`src/rtl/alu_pkg.sv`:
```
// ----------------------------------------------------------------------------
// Module : alu_pkg
// Brief  : Shared datapath width and 4-bit ALU operation codes.
// Rev    : 1.0
// ----------------------------------------------------------------------------
`default_nettype none

package alu_pkg;

  localparam int XLEN = 32;

  typedef enum logic [3:0] {
    ALU_PASS = 4'b0000,
    ALU_ADD  = 4'b0001,
    ALU_SUB  = 4'b0010,
    ALU_AND  = 4'b0011,
    ALU_OR   = 4'b0100,
    ALU_XOR  = 4'b0101,
    ALU_SLL  = 4'b0110,
    ALU_SRL  = 4'b0111,
    ALU_SRA  = 4'b1000,
    ALU_SLTU = 4'b1001,
    ALU_SLT  = 4'b1010,
    ALU_MAX  = 4'b1011
  } alu_op_e;

endpackage

`default_nettype wire

```
`src/rtl/fwd_mux.sv`:
```
// ----------------------------------------------------------------------------
// Module : fwd_mux
// Brief  : Per-operand RAW bypass select; EX/MEM beats MEM/WB, x0 never bypassed.
// Rev    : 1.0
// ----------------------------------------------------------------------------
`default_nettype none

module fwd_mux #(
  parameter int XLEN   = 32,
  parameter int REG_AW = 5,
  parameter bit FWD_EN = 1'b0
) (
  input  logic [REG_AW-1:0] addr,
  input  logic [XLEN-1:0]   stored,
  input  logic [REG_AW-1:0] exm_rd,
  input  logic              exm_wen,
  input  logic [XLEN-1:0]   exm_result,
  input  logic [REG_AW-1:0] mwb_rd,
  input  logic              mwb_wen,
  input  logic [XLEN-1:0]   mwb_result,
  output logic [XLEN-1:0]   fwd_data
);

  logic nonzero;
  logic exm_hit;
  logic mwb_hit;

  assign nonzero = |addr;
  assign exm_hit = FWD_EN && exm_wen && (exm_rd == addr) && nonzero;
  assign mwb_hit = FWD_EN && mwb_wen && (mwb_rd == addr) && nonzero;

  always_comb begin
    fwd_data = stored;
    if (exm_hit)      fwd_data = exm_result;
    else if (mwb_hit) fwd_data = mwb_result;
  end

endmodule

`default_nettype wire

```
`src/rtl/id_ex_stage.sv`:
```
// ----------------------------------------------------------------------------
// Module : id_ex_stage
// Brief  : ID/EX pipeline register with ALU operand select. Define
//          ID_EX_FWD_EN to enable EX/MEM and MEM/WB result forwarding.
// Rev    : 1.0
// ----------------------------------------------------------------------------
`default_nettype none

module id_ex_stage #(
  parameter int XLEN   = alu_pkg::XLEN,
  parameter int REG_AW = 5
) (
  input  logic              clk,
  input  logic              rst,
  input  logic              flush,
  input  logic              in_valid,
  output logic              in_ready,
  input  logic [XLEN-1:0]   in_pc,
  input  logic [REG_AW-1:0] in_rs1_addr,
  input  logic [REG_AW-1:0] in_rs2_addr,
  input  logic [XLEN-1:0]   in_rs1_data,
  input  logic [XLEN-1:0]   in_rs2_data,
  input  logic [XLEN-1:0]   in_imm,
  input  logic              in_srca_pc,
  input  logic              in_srcb_imm,
  input  logic [3:0]        in_alucontrol,
  input  logic [REG_AW-1:0] in_rd_addr,
  input  logic              in_reg_write,
  output logic              out_valid,
  input  logic              out_ready,
  output logic [XLEN-1:0]   num1,
  output logic [XLEN-1:0]   num2,
  output logic [3:0]        alucontrol,
  output logic [XLEN-1:0]   store_data,
  output logic [REG_AW-1:0] rd_addr,
  output logic              reg_write,
  input  logic [REG_AW-1:0] exm_rd,
  input  logic              exm_wen,
  input  logic [XLEN-1:0]   exm_result,
  input  logic [REG_AW-1:0] mwb_rd,
  input  logic              mwb_wen,
  input  logic [XLEN-1:0]   mwb_result
);

  import alu_pkg::*;

`ifdef ID_EX_FWD_EN
  localparam bit FWD_EN = 1'b1;
`else
  localparam bit FWD_EN = 1'b0;
`endif

  logic              valid;
  logic [XLEN-1:0]   pc;
  logic [REG_AW-1:0] rs1_addr;
  logic [REG_AW-1:0] rs2_addr;
  logic [XLEN-1:0]   rs1_data;
  logic [XLEN-1:0]   rs2_data;
  logic [XLEN-1:0]   imm;
  logic              srca_pc;
  logic              srcb_imm;
  logic [3:0]        alu_op;
  logic [REG_AW-1:0] rd;
  logic              wen;

  logic [XLEN-1:0]   rs1_fwd;
  logic [XLEN-1:0]   rs2_fwd;
  logic              load;

  assign in_ready = !valid || out_ready;
  assign load     = in_valid && in_ready;

  fwd_mux #(.XLEN(XLEN), .REG_AW(REG_AW), .FWD_EN(FWD_EN)) u_fwd_rs1 (
    .addr(rs1_addr), .stored(rs1_data),
    .exm_rd(exm_rd), .exm_wen(exm_wen), .exm_result(exm_result),
    .mwb_rd(mwb_rd), .mwb_wen(mwb_wen), .mwb_result(mwb_result),
    .fwd_data(rs1_fwd)
  );

  fwd_mux #(.XLEN(XLEN), .REG_AW(REG_AW), .FWD_EN(FWD_EN)) u_fwd_rs2 (
    .addr(rs2_addr), .stored(rs2_data),
    .exm_rd(exm_rd), .exm_wen(exm_wen), .exm_result(exm_result),
    .mwb_rd(mwb_rd), .mwb_wen(mwb_wen), .mwb_result(mwb_result),
    .fwd_data(rs2_fwd)
  );

  always_ff @(posedge clk) begin
    if (rst) begin
      valid    <= 1'b0;
      pc       <= '0;
      rs1_addr <= '0;
      rs2_addr <= '0;
      rs1_data <= '0;
      rs2_data <= '0;
      imm      <= '0;
      srca_pc  <= 1'b0;
      srcb_imm <= 1'b0;
      alu_op   <= ALU_PASS;
      rd       <= '0;
      wen      <= 1'b0;
    end else if (flush) begin
      valid <= 1'b0;
    end else if (load) begin
      valid    <= 1'b1;
      pc       <= in_pc;
      rs1_addr <= in_rs1_addr;
      rs2_addr <= in_rs2_addr;
      rs1_data <= in_rs1_data;
      rs2_data <= in_rs2_data;
      imm      <= in_imm;
      srca_pc  <= in_srca_pc;
      srcb_imm <= in_srcb_imm;
      alu_op   <= in_alucontrol;
      rd       <= in_rd_addr;
      wen      <= in_reg_write;
    end else if (valid && out_ready) begin
      valid <= 1'b0;
    end else if (valid && FWD_EN) begin
      // Stalled: latch the bypassed value so it survives once the producer retires.
      rs1_data <= rs1_fwd;
      rs2_data <= rs2_fwd;
    end
  end

  assign out_valid  = valid;
  assign num1       = srca_pc  ? pc  : rs1_fwd;
  assign num2       = srcb_imm ? imm : rs2_fwd;
  assign store_data = rs2_fwd;
  assign alucontrol = alu_op;
  assign rd_addr    = rd;
  assign reg_write  = wen;

endmodule

`default_nettype wire

```
`config.mk`:
```
export PLATFORM = sky130hd
export DESIGN_NAME = id_ex_stage
export DESIGN_NICKNAME = d
export VERILOG_FILES = /design/src/rtl/alu_pkg.sv /design/src/rtl/fwd_mux.sv /design/src/rtl/id_ex_stage.sv
export SDC_FILE = /design/constraint.sdc
export NUM_CORES = 1
export LEC_CHECK = 0
export ABC_AREA = 1
export BUFFER_PORTS_ARGS = -buffer_cell sky130_fd_sc_hd__buf_4
export CAP_MARGIN = 5
export CORE_UTILIZATION = 30
export CTS_BUF_LIST = sky130_fd_sc_hd__clkbuf_2 sky130_fd_sc_hd__clkbuf_4 sky130_fd_sc_hd__clkbuf_8
export DETAILED_ROUTE_END_ITERATION = 16
export GPL_ROUTABILITY_DRIVEN = 0
export GPL_TIMING_DRIVEN = 0
export HOLD_SLACK_MARGIN = 0.06
export PLACE_DENSITY_LB_ADDON = 0.05
export SLEW_MARGIN = 20
export SYNTH_ARGS = -nofsm -noshare
export SYNTH_HDL_FRONTEND = slang
export SYNTH_SLANG_ARGS = --single-unit
```
`constraint.sdc`:
```
create_clock -name clk -period 2 [get_ports clk]
set_input_delay 0.4 -clock clk [delete_from_list [all_inputs] [get_ports clk]]
set_output_delay 0.4 -clock clk [all_outputs]
set_load 0.005 [all_outputs]
```
# Word level (Yosys, flattened, before mapping)
# Cells that the tools add are included.
[word_totals]
register_bits = 141
output_inout_bits = 108
[op_classes]
mux = 4
bitwise_logic = 1
reduce_logical = 7
[op_table]
columns = ["op", "count"]
rows = [
  ["32-bit two-way mux", 2],
  ["1-bit logical AND", 2],
  ["1-bit two-way mux", 2],
  ["2-bit AND reduction", 1],
  ["2-bit nonzero test", 1],
  ["2-bit OR reduction", 1],
  ["1-bit logical NOT", 1],
  ["1-bit logical OR", 1],
  ["1-bit inverter", 1],
]

# Depth between registers and ports, before layout
[depth]
ltp_word = 4
ltp_mapped = 7
depth_no_buf = 5

# Modules after synthesis
# Synthesis repeated with hierarchy kept, for this count alone.
[unflattened]
hier_cells = 1126
area_unflattened_um2 = 8142.8
[by_module_without_submodules]
columns = ["mod", "n_inst", "cells_each", "area_per_inst_um2"]
rows = [
  ["id_ex_stage", 1, 1062, 7662.3],
  ["fwd_mux", 2, 32, 240.2],
]

# Least setup slack after synthesis
# OpenSTA, ideal clock, no wires.
[synth_path]
path_type = "flip-flop to output port"
startpoint = "reg srca_pc"
endpoint = "out num1[10]"
arrival_time_ns = 1.062
required_ns = 1.600
setup_slack_ns = 0.538
stages_incl_launch_ff = 4
path_buffers = 2
path_cell_list = "dfxtp_1 clkbuf_1 buf_2 mux2_2"
[synth_via]
elab_chain_len = 1
[synth_rtl]
columns = ["item", "line", "source"]
rows = [
  ["start, declared", "id_ex_stage.sv:60", "logic srca_pc;"],
  ["start signal, assigned", "id_ex_stage.sv:111", "srca_pc <= in_srca_pc;"],
  ["32-bit two-way mux", "id_ex_stage.sv:126", "assign num1 = srca_pc ? pc : rs1_fwd;"],
  ["end, declared", "id_ex_stage.sv:31", "output logic [XLEN-1:0] num1,"],
]
# Every way passes these cells.

# Final worst setup path
[layout_path]
startpoint = "reg srca_pc"
endpoint = "out num1[12]"
# The elaborated chain is that of the path after synthesis.

==> impl_results.md <==
* Worst endpoint required time at 1600 ps
* Sequential share of power at 0.452
* Fin. max-slew vios at 0
* Worst slew margin at 0.641
* Vias in the first global route at 6749
* Main area contributors after synthesis: dfxtp_1 (40%), mux2_2 (10%), a21oi_1 (10%)
* Filler cells at 2478
* Share of layout cells above drive strength 1 at 0.327
* Crit path max fanout at 10
* Worst setup path class: register to output pin
* CTS sink cnt at 141
* Vias at 6948
* Total negative slack at 0 ps
* Clock Power Share at 0.352
* Worst EP arrival at 1560 ps
* Root buffer cell: clkbuf_8
* 1st-iter DRT viols at 321
* Vias per cell at 4.37
* DIE WIDTH at 155 um
* Syn_nets at 1227
* N_diodes at 0
* Design internal power at 4.98 mW
* Post-route cell area at 0.00972 mm^2
* Tmin final at 1960 ps
* DRT Pass-1 Iters at 7
* RSZ-0062 raised after global routing: true
* Fin. Hold Viols at 0
* Nets at 1496
* # port buffers at 252
* H-tree lvl count at 4
* Routed len/inst at 14.6 um
* Post-synth top area share at 0.403
* # resized after CTS at 11
* Largest area contributor in the netlist: dfxtp_1
* Final core utilization at 0.427
* Area growth syn-to-layout at 38.9%
* Initial antenna violation count at 0
* Total track usage at 0.196
* Commonest non-fill, non-tap cell in the layout: buf_4
* Post-synth cell types at 16
* Critical Path Start Type: register
* Clock transition at path regs at 80 ps
* Number of hold buffers added after CTS at 0
* Psw at 1.94 mW
* Mapped Area at 0.00700 mm^2
* Clock latency on the worst-skew pair at 440 ps
* Ys Warns at 0
* Gate power share at 0.196
* Power density over the cells at 712 mW/mm^2
* Chip Height at 155 um
* Core area at 0.0228 mm^2
* Worst hold path type: primary input to register
* TritonCTS clock tree: yes
* Max clock buf depth at 2
* Final setup fails at 0
* First-pass GRT wire length at 36300 um
* Area post-placement at 0.00928 mm^2
* Synth Register Bits at 141
* Grt total ovfl at 0
* Crit. End Element: output pin
* Max-cap viol count at 0
* Post-synthesis sequential area ratio at 0.403
* Drt total wl at 23300 um
* Die area at 0.0239 mm^2
* Outcome: finished, final reports clean
* Post-DRT Antenna Nets at 0
* Num ports at 339
* Post-CTS Setup Bufs at 0
* HPWL after detailed placement at 17300 um
* Total CTS buffers at 17
* Mapped Cells at 996
* Least-Margin Pin Slew at 538 ps
* Worst vdd ir at 402 uV
* Initial Util at 0.307
* Syn Area/Cell at 7.02 um^2
* Switching share of power at 0.281
* DRC at 0
* Largest net degree at the start of global routing at 17
* Clk_skew at 9.71 ps
* Commonest cells after routing, fill and taps aside: buf_4 (267), nand2_1 (141), a21oi_1 (141)
* Num rows at 55
* Fmax at 511 MHz
* Final period utilization at 0.978
* Leakage power total at 5.06 nW
cell usage after synthesis (all sizes together):
| library cell | n |
|---|---|
| dfxtp | 141 |
| nor3 | 1 |
| nand2 | 141 |
| nor2 | 141 |
| nand3 | 140 |
| clkbuf | 16 |
| inv | 142 |
| buf | 68 |
| clkinv | 1 |
| mux2 | 64 |
| a21oi | 141 |
per-layer routing:
layer / vias up / wire length, um / GRT usage / part of all wire
met4: 0 / 264 / 0.0476 / 0.011
met5: - / 0 / 0 / 0
met1: 3062 / 10600 / 0.251 / 0.46
met2: 179 / 10700 / 0.319 / 0.46
met3: 20 / 1670 / 0.0602 / 0.072
li1: 3687 / - / - / -
state kept, by name (all words and copies together), names as in the netlist:
name	count
imm	32
pc	32
rs1_data	32
rs2_data	32
rd_addr	5
alucontrol	4
out_valid	1
reg_write	1
srca_pc	1
srcb_imm	1
power groups by stage:
| stage | combinational, mW | clock (mW) | sequential [mW] |
|---|---|---|---|
| 6_report | 1.36 | 2.44 | 3.13 |
| 5_1_grt | 1.53 | 2.62 | 3.15 |
| 4_1_cts | 1.37 | 2.51 | 3.13 |
| 3_5_place_dp | 1.37 | 0 | 3.19 |
| 3_3_place_gp | 1.37 | 0 | 3.19 |
| 2_1_floorplan | 0.714 | 0 | 3.15 |
layout make-up:
type                       count  area [um^2]  share of cell area
clock inverter                13          168              0.0173
multi-input combinational    628         3210               0.330
tap                          313          392              0.0403
timing repair buffer         252         1890               0.195
sequential                   141         2830               0.291
clock buffer                  18          241              0.0248
inverter                     143          537              0.0552
buffer                        82          452              0.0465
logic make-up after synthesis:
logic type / share of synthesized area
simple gates: 0.254
buf+inv: 0.138
compound gates: 0.101
flops: 0.403
mux: 0.103
final timing paths:
kind,from,endpoint,slack (ps),cells past startpoint
max,srca_pc,num1[12],40,3
min,rst,out_valid,120,2
max reg2reg,out_valid,pc[1],510,6
min reg2reg,pc[31],pc[31],480,2
per-stage QoR:
step / instances / hold slack (ps) / power [mW] / setup WS [ps]
floorplan: 996 / 446 / 3.86 / 538
global placement: 1561 / 459 / 4.56 / 140
detailed placement: 1561 / 464 / 4.56 / 149
CTS: 1590 / 79.9 / 7.02 / -25.7
global route: 1590 / 82.2 / 7.30 / -24.5
finish: 1590 / 119 / 6.92 / 44.1
worst max-delay path, stage by stage (launching register included):
cell and delay (ps):
dfxtp_4 400, buf_4 200, mux2_2 380, buf_4 140
(Power assumes the default switching activity.)
